**src/rtl/mult_pkg.sv**
```systemverilog
// rtl/mult_pkg.sv - shared types and constants for the sequential multiplier
package mult_pkg;

  // Default operand width; the product is twice this wide.
  localparam int MULT_WIDTH = 32;

  // Controller states: waiting for a request, iterating, one-cycle completion.
  typedef enum logic [1:0] {
    IDLE = 2'd0,
    BUSY = 2'd1,
    DONE = 2'd2
  } mult_state_t;

endpackage

```
**src/rtl/mult_step.sv**
```systemverilog
// rtl/mult_step.sv - one combinational shift-add multiply iteration
module mult_step
  import mult_pkg::*;
#(
  parameter int WIDTH = MULT_WIDTH
) (
  input  logic [2*WIDTH-1:0] i_acc,
  input  logic [WIDTH-1:0]   i_mcand,
  input  logic [WIDTH-1:0]   i_mplier,
  output logic [2*WIDTH-1:0] o_acc,
  output logic [WIDTH-1:0]   o_mplier
);

  // Upper half plus an explicit carry bit so no add overflow is lost.
  logic [WIDTH:0] w_sum;
  logic           w_unused_acc_lsb;

  assign w_sum = {1'b0, i_acc[2*WIDTH-1:WIDTH]}
               + (i_mplier[0] ? {1'b0, i_mcand} : {(WIDTH+1){1'b0}});

  // {carry, sum, lower} shifted right by one; the old LSB falls off.
  assign o_acc            = {w_sum, i_acc[WIDTH-1:1]};
  assign o_mplier         = {1'b0, i_mplier[WIDTH-1:1]};
  assign w_unused_acc_lsb = i_acc[0];

endmodule

```
**src/rtl/mult_seq.sv**
```systemverilog
// rtl/mult_seq.sv - sequential shift-add HI/LO multiplier (option: MULT_SEQ_SIGNED_EN)
module mult_seq
  import mult_pkg::*;
#(
  parameter int WIDTH = MULT_WIDTH
) (
  input  logic             clk,
  input  logic             rst,
  input  logic             start,
  input  logic [WIDTH-1:0] a,
  input  logic [WIDTH-1:0] b,
  input  logic             sgn,
  output logic             busy,
  output logic             stall,
  output logic             done,
  output logic [WIDTH-1:0] hi,
  output logic [WIDTH-1:0] lo
);

  localparam int               CNT_W    = $clog2(WIDTH + 1);
  localparam logic [CNT_W-1:0] CNT_LOAD = CNT_W'(WIDTH);
  localparam logic [CNT_W-1:0] CNT_ONE  = CNT_W'(1);

  mult_state_t        r_state;
  logic               r_busy;
  logic               r_done;
  logic [WIDTH-1:0]   r_hi;
  logic [WIDTH-1:0]   r_lo;
  logic [WIDTH-1:0]   r_mcand;
  logic [WIDTH-1:0]   r_mplier;
  logic [2*WIDTH-1:0] r_acc;
  logic [CNT_W-1:0]   r_cnt;

  logic [2*WIDTH-1:0] w_acc_next;
  logic [WIDTH-1:0]   w_mplier_next;
  logic [2*WIDTH-1:0] w_result;
  logic [WIDTH-1:0]   w_a_load;
  logic [WIDTH-1:0]   w_b_load;

`ifdef MULT_SEQ_SIGNED_EN
  // Set when exactly one signed operand is negative; product is negated at the end.
  logic r_neg;
  logic w_neg_load;

  // Signed requests iterate on magnitudes; the most negative value maps to itself,
  // which is its correct unsigned magnitude.
  assign w_a_load   = (sgn && a[WIDTH-1]) ? (~a + 1'b1) : a;
  assign w_b_load   = (sgn && b[WIDTH-1]) ? (~b + 1'b1) : b;
  assign w_neg_load = sgn & (a[WIDTH-1] ^ b[WIDTH-1]);
  assign w_result   = r_neg ? (~w_acc_next + 1'b1) : w_acc_next;
`else
  // Unsigned-only build: the sign request is accepted on the port but has no effect.
  logic w_unused_sgn;

  assign w_a_load     = a;
  assign w_b_load     = b;
  assign w_result     = w_acc_next;
  assign w_unused_sgn = sgn;
`endif

  mult_step #(
    .WIDTH (WIDTH)
  ) u_step (
    .i_acc    (r_acc),
    .i_mcand  (r_mcand),
    .i_mplier (r_mplier),
    .o_acc    (w_acc_next),
    .o_mplier (w_mplier_next)
  );

  // Controller and datapath: accept in IDLE, WIDTH iterations in BUSY, pulse in DONE.
  always_ff @(posedge clk or negedge rst) begin
    if (!rst) begin
      r_state  <= IDLE;
      r_busy   <= 1'b0;
      r_done   <= 1'b0;
      r_hi     <= '0;
      r_lo     <= '0;
      r_mcand  <= '0;
      r_mplier <= '0;
      r_acc    <= '0;
      r_cnt    <= '0;
`ifdef MULT_SEQ_SIGNED_EN
      r_neg    <= 1'b0;
`endif
    end else begin
      r_done <= 1'b0;
      case (r_state)
        IDLE: begin
          if (start) begin
            r_mcand  <= w_a_load;
            r_mplier <= w_b_load;
`ifdef MULT_SEQ_SIGNED_EN
            r_neg    <= w_neg_load;
`endif
            r_acc    <= '0;
            r_cnt    <= CNT_LOAD;
            r_busy   <= 1'b1;
            r_state  <= BUSY;
          end
        end
        BUSY: begin
          r_acc    <= w_acc_next;
          r_mplier <= w_mplier_next;
          r_cnt    <= r_cnt - CNT_ONE;
          // Last iteration: its result goes straight into HI/LO.
          if (r_cnt == CNT_ONE) begin
            r_hi    <= w_result[2*WIDTH-1:WIDTH];
            r_lo    <= w_result[WIDTH-1:0];
            r_busy  <= 1'b0;
            r_done  <= 1'b1;
            r_state <= DONE;
          end
        end
        DONE: begin
          // A start seen here is dropped; the next accept is in IDLE.
          r_state <= IDLE;
        end
        default: begin
          r_busy  <= 1'b0;
          r_state <= IDLE;
        end
      endcase
    end
  end

  // Hold the pipeline during iteration and on the cycle a request is accepted.
  assign stall = r_busy | (start & (r_state == IDLE));
  assign busy  = r_busy;
  assign done  = r_done;
  assign hi    = r_hi;
  assign lo    = r_lo;

endmodule
```
**config.mk**
```make
export PLATFORM = sky130hd
export DESIGN_NAME = mult_seq
export DESIGN_NICKNAME = d
export VERILOG_FILES = /design/src/rtl/mult_pkg.sv /design/src/rtl/mult_step.sv /design/src/rtl/mult_seq.sv
export SDC_FILE = /design/constraint.sdc
export NUM_CORES = 1
export LEC_CHECK = 0
export ABC_AREA = 1
export CORE_ASPECT_RATIO = 0.6
export CORE_MARGIN = 4
export CORE_UTILIZATION = 61
export CTS_BUF_LIST = sky130_fd_sc_hd__clkbuf_8
export DETAILED_ROUTE_END_ITERATION = 16
export DONT_BUFFER_PORTS = 1
export MAX_ROUTING_LAYER = met4
export PLACE_DENSITY_LB_ADDON = 0.05
export SETUP_SLACK_MARGIN = 0.2
export SKIP_CTS_REPAIR_TIMING = 1
export SLEW_MARGIN = 5
export SYNTH_ARGS = -nofsm -noshare
export SYNTH_HDL_FRONTEND = slang
export SYNTH_HIERARCHICAL = 1
export SYNTH_SLANG_ARGS = --single-unit
```
**constraint.sdc**
```tcl
create_clock -name clk -period 2.85 [get_ports clk]
set_clock_uncertainty 0.2 [all_clocks]
set_input_delay 0.855 -clock clk [delete_from_list [all_inputs] [get_ports clk]]
set_output_delay 0.855 -clock clk [all_outputs]
set_load 0.03 [all_outputs]
```
==> results, run 1 <==
- The flow ran to the end, but the final reports show violations.
- The final reports fail on negative hold slack.
- The fraction of power spent switching nets is 0.4620.
- In this run the critical register-to-register path is launched from r_mplier[0].
- The effective utilization at floorplan is 0.6305.
- The worst max-slew margin expressed relative to the limit is 0.6049.
- The die covers about 20000 um^2.
- Once detail routing completed, the nets flagged for antenna violations numbered 0.
- Timing analysis after detailed placement gives a worst setup slack of approximately 0.21 ns.
- The capturing point of the worst reg2reg path is hi[22].
- The buffers plus inverters on the worst setup path is 3.
- At the worst endpoint, the arrival time is approximately 2.9 ns.
- Cell internal power was estimated by the tool at 7.639 mW.
- The die height is around 110 um.
- The maximum fanout along the worst path is 8.
- Yosys printed 6 warnings.
- Before antenna repair, the detailed router went through 5 iterations.
- The max-slew violation total from the final report is 0.
- The first global-routing pass estimated about 42000 um of wire.
- By instance count, the cell type seen most on the critical path is sky130_fd_sc_hd__nand2_1.
- The source-to-sink clock delay at the later pin of the worst-skew pair is 0.57 ns.
- The critical path in this run is classified as register to register.
- The maximum clock path buffer count is 3.
- Across every metal layer, demand over resource in global routing totals 0.2604.
- The number of buffer cells added on primary ports is 0.
- The final RePlAce weighted congestion is slightly below 1.
- Summed over all cells, the static leakage comes to about 6.4 nW.
- The initial antenna violation count is 0.
- The aggregate global routing overflow is 0.
- Setup repair after global routing could not meet its margin everywhere.
- Entering global routing, the biggest net connects roughly 200 pins.
- The critical path runs through a total of 16 cells.
- The post-route core utilization is 0.6837.
- Of the total power, combinational logic draws 0.431.
- Tracing the worst setup path back leads to its startpoint at r_mplier[0].
- The termination of the worst setup path is hi[22].
- Counting the buffers created by CTS gives 28.
- The number of cells after detailed placement is about 1600.
- In the finished design, the share of the clock period the worst path needs comes to 0.9322.
- The filler cells instantiated in the layout total roughly 1500.
- The largest individual stage delay along the critical path comes from the cell sky130_fd_sc_hd__dfrtp_2.
- For this run, design rule violations remaining after detail routing come to 0.
- The combined area of the multi-input logic cells is ~4900 um^2.
- The share of total power in the clock network is 0.164.
- The required time at the endpoint of the critical path is between 3 and 4 ns.
- The final number of hold-violating endpoints came to about 200.
- The post-route non-filler standard cell count is roughly 1700.
- The count of inserted antenna diode cells is 0.
- Summed over all nets, the switching power comes to between 6 and 7 mW.
- In this run the number of H-tree levels came out at 1.
- The average cell area after synthesis is around 7.4 um^2.
- The routed layout has ~9000 vias.
- For this block, the routed nets add up to 26580 um of wire.
- In this run the standard cell core region covers 17410 um^2.
- Measured along the x axis, the die boundary spans around 180 um.
- Final hold analysis gives a worst-case slack of -0.2165 ns.
- The kind of end point of the critical path is a register.
- The worst setup margin is about 0.19 ns.
- The delay of the slowest cell on the worst path is between 0.5 and 0.6 ns.
- For this run, the post-layout net count is 1516.
- The area of the mapped netlist is 10970 um^2.
- In the routed layout, each cell is associated on average with a via count of around 5.3.
- The violation count after the first detailed-route iteration is around 800.
- The tool flagged a number of max-cap violations equal to 0.
- The CTS sink count is ~200.
- The flop-to-flop setup slack is roughly 0.19 ns.
- Registers take 5031 um^2.
- In this run the power density over the cells is roughly 1200 nW/um^2.
- The post-DP HPWL is roughly 18000 um.
- The clock tree root buffer cell is sky130_fd_sc_hd__clkbuf_8.
- The critical path launch point type is a register.
- Relative to the synthesized area, the layout overhead comes to 8.448%.
- After clock tree synthesis, the clock-pin slew on the worst setup and hold paths is around 0.070 ns.
- The maximum clock frequency is ~380 MHz.
- In the final layout, the share of cells above drive strength 1 is 0.1259.
- The worst hold-check path type is input pin to asynchronous set/reset pin.
- The final setup TNS is 0 ns.
- The fraction of power consumed by sequential logic is 0.405.
- The cell row count is 37.
- The final period demand of the worst path is about 2.7 ns.
- The logic depth of the worst register-to-register path is 16.
- The gate count of the mapped netlist is 1480.
- The signal on the critical path passes through clkbuf_16 -> nand2_1 -> inv_1 -> ha_4 -> nand2_1 -> nand2_1 -> nand2_1 -> nand2_1 -> a21oi_2 -> nand2_4 -> nand2_1 -> nand2_1 -> nand2_1 -> nand2_1 -> inv_2 -> o21ai_1.
- The number of global-route vias before repair came to 8016.
- The slew at the pin closest to its max-slew limit is around 0.59 ns.
- The mean routed wirelength per cell is 15.97 um.
- The design draws roughly 14 mW.
- The cell class contributing the biggest share of worst-path delay is simple AND/OR/NAND/NOR gates.
- Synthesis produced a netlist with a net count of about 1600.
- Setup violations remaining at the end of the flow were counted as 0.
- TritonCTS built the clock tree.
- The worst-case IR drop observed on VDD is between 0.7 and 0.8 mV.
- 135 I/O pins were placed.
==> state kept, by name, indices dropped and copies added, names as in the netlist <==
signal and cells:
busy 1, done 1, hi 32, lo 32, r_acc 63, r_cnt 6, r_mcand 32, r_mplier 32
r_state 2
==> power by group through the flow <==
| stage | sequential, mW | combinational, mW | clock (mW) |
|---|---|---|---|
| finish | 5.75 | 6.11 | 2.33 |
| global route | 5.91 | 6.90 | 2.52 |
| CTS | 5.65 | 5.19 | 2.37 |
| detailed placement | 5.68 | 5.17 | 0 |
| global placement | 5.66 | 5.03 | 0 |
| floorplan | 5.45 | 4.47 | 0 |
==> metrics by stage <==
stage | hold WS (ns) | area (um^2)
CTS | -0.2489 | 11260
detailed placement | 0.2656 | 10680
global placement | 0.2649 | 10680
global route | -0.2487 | 11900
finish | -0.2165 | 11900
floorplan | 0.2487 | 10970
==> layout by cell type, fill, tap and decap left out, types with 2 or more instances in the layout <==
master	instances
sky130_fd_sc_hd__a21oi_1	43
sky130_fd_sc_hd__a21oi_2	12
sky130_fd_sc_hd__buf_12	5
sky130_fd_sc_hd__buf_4	7
sky130_fd_sc_hd__clkbuf_16	2
sky130_fd_sc_hd__clkbuf_8	37
sky130_fd_sc_hd__clkinv_2	4
sky130_fd_sc_hd__dfrtp_1	200
sky130_fd_sc_hd__ha_1	8
sky130_fd_sc_hd__ha_2	3
sky130_fd_sc_hd__ha_4	23
sky130_fd_sc_hd__inv_1	221
sky130_fd_sc_hd__inv_2	10
sky130_fd_sc_hd__nand2_1	494
sky130_fd_sc_hd__nand2_2	37
sky130_fd_sc_hd__nand2_4	10
sky130_fd_sc_hd__nand3_1	26
sky130_fd_sc_hd__nand3_2	3
sky130_fd_sc_hd__nand3_4	3
sky130_fd_sc_hd__nand4_1	4
sky130_fd_sc_hd__nor2_1	68
sky130_fd_sc_hd__nor2_2	8
sky130_fd_sc_hd__nor2_4	6
sky130_fd_sc_hd__nor3_2	5
sky130_fd_sc_hd__o21ai_0	115
sky130_fd_sc_hd__o21ai_1	48
sky130_fd_sc_hd__xor2_1	15
==> area by class of cell <==
cell class | instances | share of cell area
tap | 234 | 0.02460
sequential | 201 | 0.4227
inverter | 226 | 0.07128
timing repair buffer | 15 | 0.01798
multi-input combinational | 941 | 0.4148
clock buffer | 37 | 0.04279
clock inverter | 10 | 0.005782
==> worst reg2reg max path: stages, from the launching register on <==
cell	delay (ns)
sky130_fd_sc_hd__dfrtp_2	0.54
sky130_fd_sc_hd__clkbuf_16	0.23
sky130_fd_sc_hd__nand2_1	0.06
sky130_fd_sc_hd__inv_1	0.10
sky130_fd_sc_hd__ha_4	0.24
sky130_fd_sc_hd__nand2_1	0.06
sky130_fd_sc_hd__nand2_1	0.09
sky130_fd_sc_hd__nand2_1	0.08
sky130_fd_sc_hd__nand2_1	0.13
sky130_fd_sc_hd__a21oi_2	0.22
sky130_fd_sc_hd__nand2_4	0.09
sky130_fd_sc_hd__nand2_1	0.08
sky130_fd_sc_hd__nand2_1	0.06
sky130_fd_sc_hd__nand2_1	0.07
sky130_fd_sc_hd__nand2_1	0.08
sky130_fd_sc_hd__inv_2	0.09
sky130_fd_sc_hd__o21ai_1	0.09
==> how the worst min path moves through the flow <==
| stage | from | endpoint |
|---|---|---|
| 2_1_floorplan | r_mcand[0] | r_mcand[0] |
| 3_3_place_gp | r_mcand[31] | r_mcand[31] |
| 3_5_place_dp | r_mcand[15] | r_mcand[15] |
| 6_report | rst | hi[23] |
| 4_1_cts | rst | hi[23] |
| 5_1_grt | rst | hi[23] |
==> per-layer routing <==
metal | global-route usage | vias up | share of wire
met5 | - | - | 0
met4 | 0.04348 | 0 | 0.015
met3 | 0.07868 | 32 | 0.099
met2 | 0.3241 | 274 | 0.38
met1 | 0.4171 | 4110 | 0.50
li1 | - | 4325 | -
Note: power is estimated with default switching activity, not from simulation.
==> inputs of run 2 (changes only) <==
==> constraint.sdc (replaced) <==
create_clock -name clk -period 2.61 [get_ports clk]
set_clock_uncertainty 0.2 [all_clocks]
set_input_delay 0.783 -clock clk [delete_from_list [all_inputs] [get_ports clk]]
set_output_delay 0.783 -clock clk [all_outputs]
set_load 0.03 [all_outputs]
==> run 2 against run 1 <==
- the flow still finishes with violations (negative hold slack)
- utilization rose by 0.24 points
- final cell count rose by 0.78%
- clock power rose by 11%
- sequential power rose by 9.2%
- largest power group unchanged
==> results, run 2 (same netlist as run 1, synthesis figures left out) <==
- Leaving out fill and tap cells, the most frequent cells in the layout are sky130_fd_sc_hd__nand2_1 (497), sky130_fd_sc_hd__inv_1 (218), sky130_fd_sc_hd__dfrtp_1 (200), sky130_fd_sc_hd__o21ai_0 (114), sky130_fd_sc_hd__nor2_1 (64).
- Of the total power, the share spent switching nets is 0.4606.
- In this run, placement finished with an instance count of between 1500 and 2000.
- In this run the static leakage power is ~6.4 nW.
- IR analysis of the VDD net gives a maximum drop of 0.7805 mV.
- The overall track demand over capacity in global routing is 0.2603.
- The via count is roughly 8700.
- The effective utilization at floorplan is 0.6305.
- The final clock period utilization by the worst path is 0.9680.
- The post-detailed-route count of antenna-violating nets is 0.
- Pin placement for this block handled 135 I/O pins.
- The setup path with the least slack is of type register to register.
- The register clock-pin slew on the reported worst setup and hold paths is 0.08 ns.
- Along the worst path, the maximum fanout reaches 21.
- The number of setup violations in the final report is 0.
- The register name with the most flops is r_acc.
- For the pin with the worst max-slew slack, the measured transition is 0.6858 ns.
- The kind of end point of the critical path is a register.
- The final reports fail on negative hold slack.
- The worst setup margin is 0.08350 ns.
- The share of total power dissipated in sequential elements is 0.406.
- Leaving out fill and tap cells, the most frequent cell in the layout is sky130_fd_sc_hd__nand2_1.
- The die covers about 20000 um^2.
- The maximum number of pins on one net before global-route repair is approximately 200.
- Hold timing on the final database bottoms out at a slack of -0.2775 ns.
- The final setup TNS is 0 ns.
- The first global-routing pass estimated roughly 42000 um of wire.
- In the final layout, the share of cells above drive strength 1 is 0.1366.
- The mean routed wirelength per cell is approximately 16 um.
- The worst hold-check path type is input pin to asynchronous set/reset pin.
- The total power of the final layout is roughly 15 mW.
- Once layout is complete, the utilization of the core stands at 0.6861.
- The width of the chip is about 180 um.
- The combinational power share is 0.427.
- At the end of routability-driven placement, the weighted congestion stood at around 0.97.
- The final number of hold-violating endpoints is roughly 200.
- The number of optimization iterations in the first detailed-route pass is 5.
- After detailed routing, the number of remaining DRC violations is 0.
- Cell internal power was estimated by the tool at 8.333 mW.
- The core area is about 17000 um^2.
- The max-slew violation total from the final report is 0.
- After global routing the overflow that remains totals 0.
- At the worst endpoint, the required time is ~2.9 ns.
- CTS built an H-tree with a depth of 1.
- The die height is between 100 and 150 um.
- Port buffering added 0 buffers.
- The clock passes through at most 3 buffers.
- The final layout contains roughly 1500 nets.
- Timing analysis after detailed placement gives a worst setup slack of -0.01410 ns.
- Once detailed placement completed, the half-perimeter wirelength came to around 18000 um.
- The number of fill cells in the layout is 1466.
- The post-detailed-routing wire length is roughly 26000 um.
- Derived from the worst setup path, the maximum achievable clock frequency is roughly 400 MHz.
- The detailed router finished its first iteration with 600 violations.
- The number of vias per cell is 5.168.
- The worst setup path is launched from a register.
- The clock tree root buffer cell is sky130_fd_sc_hd__clkbuf_8.
- The flow ran to the end, but the final reports show violations.
- The source-to-sink clock delay at the later pin of the worst-skew pair is 0.55 ns.
- Summed over all nets, the switching power comes to roughly 7 mW.
- TritonCTS built the clock tree.
- The area growth from synthesis to layout is 8.825%.
- The critical path arrival is about 2.8 ns.
- Power spread over the standard cell area amounts to 1293 nW/um^2.
- Setup repair after global routing could not meet its margin everywhere.
- The number of flip-flops in the largest register is 63.
- Measured against its own limit, the worst slew margin works out to 0.5428.
- The worst path in the final design needs a cycle of 2.526 ns, including I/O delays and setup.
- Of the total power, the clock network draws 0.167.
- Clock tree synthesis inserted a total of 29 buffers.
- The initial antenna violation count is 0.
- The post-route non-filler standard cell count is about 1700.
- The cell row count is 37.
- Max-cap violations in this run came to 0.
- The CTS sink count is about 200.
- The number of global-route vias before repair is about 8000.
-- run 2: changes by cell type in the layout (fill, tap and decap cells not counted), moves of 4 or more --
cell                      previous run  this run
sky130_fd_sc_hd__buf_4               7        20
sky130_fd_sc_hd__nor2_2              8        13
sky130_fd_sc_hd__nand2_4            10         6
sky130_fd_sc_hd__nor2_1             68        64
-- run 2: worst max-delay path, cell delays in order (launching register included) --
cell and delay (ns):
sky130_fd_sc_hd__dfrtp_2 0.45, sky130_fd_sc_hd__buf_12 0.19, sky130_fd_sc_hd__nand2_1 0.07, sky130_fd_sc_hd__inv_1 0.10, sky130_fd_sc_hd__ha_4 0.22, sky130_fd_sc_hd__nand2_2 0.12, sky130_fd_sc_hd__inv_1 0.05, sky130_fd_sc_hd__a21oi_1 0.18
sky130_fd_sc_hd__nand2_2 0.14, sky130_fd_sc_hd__nand2_2 0.08, sky130_fd_sc_hd__nand2_2 0.07, sky130_fd_sc_hd__nand2_1 0.13, sky130_fd_sc_hd__nand3_1 0.09, sky130_fd_sc_hd__nand2_1 0.11, sky130_fd_sc_hd__inv_1 0.07, sky130_fd_sc_hd__o21ai_0 0.18
-- run 2: worst paths after layout --
kind / from / to / slack, ns / depth (start not counted)
max: r_mplier[0] / r_acc[51] / 0.08 / 15
min: rst / r_acc[51] / -0.28 / 0
max reg2reg: r_mplier[0] / r_acc[51] / 0.08 / 15
min reg2reg: r_mcand[22] / r_mcand[22] / 0.28 / 2
max in group asynchronous: rst / r_mcand[21] / 2.05 / 0
min in group clk: a[17] / r_mcand[17] / 0.14 / 2
-- run 2: per-layer routing --
layer	track usage	vias up	routed length, um
met3	0.06987	28	2241
met5	-	-	0
li1	-	4353	-
met2	0.3214	233	9777
met4	0.04348	0	340
met1	0.4247	4053	13730
-- run 2: power groups by stage --
stage          registers (mW)  clock network [mW]  logic (mW)
5_1_grt                  6.45                2.78        7.51
3_5_place_dp             6.20                   0        5.70
2_1_floorplan            5.95                   0        4.88
4_1_cts                  6.17                2.62        5.73
3_3_place_gp             6.18                   0        5.56
6_report                 6.28                2.58        6.59
-- run 2: area by class of cell --
cell class              count  area [um^2]  area share
multi-input cells         941         4947      0.4142
well taps                 234        292.8     0.02452
clock buffers              40        550.5     0.04610
inverters                 226        848.3     0.07103
repair buffers             24        221.5     0.01854
flip-flops and latches    201         5031      0.4213
diodes                      1        2.502   0.0002095
clock inverters            10        48.80    0.004086
-- run 2: stage by stage --
stage / cell area (um^2) / hold slack (ns)
after floorplan: 10970 / 0.2487
after global placement: 10720 / 0.2629
after detailed placement: 10720 / 0.2647
after CTS: 11320 / -0.3064
after global routing: 11940 / -0.3115
final: 11940 / -0.2775
==> inputs of run 3 (changes only) <==
==> constraint.sdc (replaced) <==
create_clock -name clk -period 2.61 [get_ports clk]
set_clock_uncertainty 0.2 [all_clocks]
set_input_delay 0.783 -clock clk [delete_from_list [all_inputs] [get_ports clk]]
set_output_delay 0.783 -clock clk [all_outputs]
set_load 0.1 [all_outputs]
==> run 3 against run 2 <==
- register-to-register slack improved by 0.04 ns
- the run still ends with negative hold slack left
- cell area rose by 6.0%
- largest cell class is now multi-input gates
- worst hold slack got worse by 0.022 ns
- non-clock buffer count rose by 62
- setup slack better by 0.0011 ns
==> results, run 3 (same netlist as run 1, synthesis figures left out) <==
- The area after detailed placement is ~11000 um^2.
- The core area is 17410 um^2.
- The final setup TNS is 0 ns.
- The critical path arrival is approximately 1.5 ns.
- The die footprint is roughly 20000 um^2.
- Setup violations remaining at the end of the flow were counted as 0.
- The first global-routing pass estimated roughly 42000 um of wire.
- The final clock period utilization by the worst path is 0.9676.
- The critical path's slowest cell is sky130_fd_sc_hd__dfrtp_1.
- The violation count after the first detailed-route iteration is roughly 700.
- The maximum fanout along the worst path is 2.
- Routability-driven placement finished with a final weighted congestion of ~0.94.
- The worst setup path is captured at a primary output.
- Before CTS, the worst setup slack after placement is 0.05669 ns.
- The fraction of layout instances using a drive strength above 1 is 0.2165.
- In the global route stage, overall resource usage came out at 0.2586.
- The worst reg2reg path startpoint is r_mplier[0].
- The number of cells on the worst reg-to-reg path is 15.
- The cell class contributing the biggest share of worst-path delay is flip-flops.
- After global routing the overflow that remains totals 0.
- Relative to the synthesized area, the layout overhead comes to 15.35%.
- The delay of the slowest cell on the worst path is slightly below 0.4 ns.
- In the layout the commonest cells are sky130_fd_sc_hd__nand2_1 (467), sky130_fd_sc_hd__inv_1 (201), sky130_fd_sc_hd__dfrtp_1 (201), sky130_fd_sc_hd__o21ai_0 (104), sky130_fd_sc_hd__buf_4 (78).
- The maximum clock path buffer count is 3.
- The HPWL after detailed placement is between 15000 and 20000 um.
- The checks that failed: negative hold slack.
- The CTS sink count is ~200.
- The cell row count is 37.
- The signal on the critical path passes through inv_2 -> nand2_8 -> nor2_4 -> nor2_4 -> clkinvlp_4 -> buf_12.
- The final number of hold-violating endpoints is approximately 200.
- Setup repair after global routing could not meet its margin everywhere.
- In the final routing, the length of wire on met1 measures ~14000 um.
- The worst setup margin is 0.08458 ns.
- The final net count is roughly 1600.
- Before antenna repair, the detailed router went through 6 iterations.
- The highest signal layer in the routed design is met4.
- The library cell used most frequently in the layout, excluding fill and tap cells, is sky130_fd_sc_hd__nand2_1.
- The capturing point of the worst reg2reg path is hi[29].
- The number of fill cells in the layout is around 1400.
- The number of global-route vias before repair came to 8194.
- The worst max-slew margin expressed relative to the limit is 0.5530.
- The max-slew violation total from the final report is 0.
- Across all register-to-register paths, the minimum setup slack is between 0.1 and 0.15 ns.
- The number of flip-flops in the largest register is 63.
- The post-detailed-routing wire length is about 27000 um.
- The CTS tree is built.
- The mean routed wirelength per cell is approximately 16 um.
- The later pin in the worst-skew pair is clocked with a latency of 0.57 ns.
- The routed wire length on met3 is approximately 2500 um.
- Counting stages on the worst path, the most repeated cell is sky130_fd_sc_hd__nor2_4.
- The clock tree root buffer cell is sky130_fd_sc_hd__clkbuf_8.
- The slew at the pin closest to its max-slew limit is roughly 0.67 ns.
- The critical path launch point type is a register.
- The detailed-routed wire length on met2 is about 11000 um.
- In this run the number of cells on the critical path is 6.
- From bottom edge to top edge, the die measures 111.9 um.
- Entering global routing, the biggest net connects between 200 and 250 pins.
- The final instance area is roughly 13000 um^2.
- The detailed router placed 8984 vias in this run.
- The required time at the endpoint of the critical path is between 1.5 and 2 ns.
- In the routed layout, each cell is associated on average with a via count of approximately 5.2.
- The final period demand of the worst path is around 2.5 ns.
- The initial utilization of the core area, before any placement, comes to 0.6305.
- The initial antenna violation count is 1.
- From left edge to right edge, the die measures between 150 and 200 um.
- The critical path start-end classification is register to primary output.
- The buffers plus inverters on the worst setup path is 3.
- The number of remaining DRC errors is 0.
- The count of nets left with antenna violations once routing finished came out at 0.
- Clock-pin slew was measured on the worst setup and hold paths at 0.08 ns.
- In this run the worst hold path is classified as input pin to asynchronous set/reset pin.
- In this run the number of H-tree levels came out at 1.
- The I/O pin count is ~140.
- The tightest hold path in the finished design has a slack of -0.2990 ns.
- Port buffering added 0 buffers.
- Counting the buffers created by CTS gives 29.
- For this run, the top clock speed supported by timing is between 300 and 400 MHz.
- The number of max-cap violations is 0.
- The flow ran to the end, but the final reports show violations.
- The register name with the most flops is r_acc.
## run 3: cell count changes in the layout (fill, tap and decap cells not counted), moves of 7 or more
cell,change
sky130_fd_sc_hd__buf_4,+58
sky130_fd_sc_hd__nand2_4,+14
sky130_fd_sc_hd__o21ai_0,-10
sky130_fd_sc_hd__o21ai_1,+7
sky130_fd_sc_hd__nand2_1,-30
sky130_fd_sc_hd__a21oi_1,-7
sky130_fd_sc_hd__nand2_2,+15
sky130_fd_sc_hd__inv_2,+26
sky130_fd_sc_hd__inv_1,-17
## run 3: per-layer routing
layer  GRT usage  up-vias
li1            -     4486
met3     0.06660       30
met4     0.03998        0
met2      0.3296      254
met1      0.4166     4214
met5           -        -
## run 3: final cells by class
class | instances | area, um^2 | share of cell area
inverter | 226 | 852.1 | 0.06731
clock inverter | 18 | 76.32 | 0.006029
tap | 234 | 292.8 | 0.02313
multi-input combinational | 941 | 5226 | 0.4129
clock buffer | 34 | 467.9 | 0.03697
timing repair buffer | 86 | 710.7 | 0.05614
sequential | 201 | 5030 | 0.3974
antenna | 1 | 2.502 | 0.0001977
## run 3: worst reg2reg max path, stage by stage (launching register included)
cell                      delay, ns
sky130_fd_sc_hd__dfrtp_1       0.43
sky130_fd_sc_hd__buf_12        0.19
sky130_fd_sc_hd__nand2_2       0.07
sky130_fd_sc_hd__inv_2         0.06
sky130_fd_sc_hd__fa_2          0.37
sky130_fd_sc_hd__buf_4         0.16
sky130_fd_sc_hd__nand2_1       0.08
sky130_fd_sc_hd__nand3_2       0.10
sky130_fd_sc_hd__nand2_2       0.12
sky130_fd_sc_hd__nand2_4       0.09
sky130_fd_sc_hd__nand2_2       0.08
sky130_fd_sc_hd__nand2_1       0.05
sky130_fd_sc_hd__nand2_1       0.05
sky130_fd_sc_hd__nand2_1       0.05
sky130_fd_sc_hd__inv_1         0.13
sky130_fd_sc_hd__o21ai_1       0.09
## run 3: through the flow
stage,utilization,std cells
final,0.7272,1741
after global routing,0.7272,1741
after CTS,0.6777,1738
after detailed placement,0.6464,1686
after global placement,0.6464,1686
after floorplan,-,1480
## run 3: worst max-delay path by stage
| stage | start | endpoint | slack (ns) |
|---|---|---|---|
| 2_1_floorplan | start | stall | 0.15 |
| 3_3_place_gp | r_mplier[0] | r_acc[59] | 0.08 |
| 3_5_place_dp | r_mplier[0] | r_acc[55] | 0.06 |
| 4_1_cts | r_state[1] | stall | -0.01 |
| 5_1_grt | r_state[1] | stall | -0.006 |
| 6_report | r_state[1] | stall | 0.08 |
Power of run 3 is left out: the tool's default activity adds up to more than one toggle a clock period on the data nets, which glitch-free logic cannot reach.
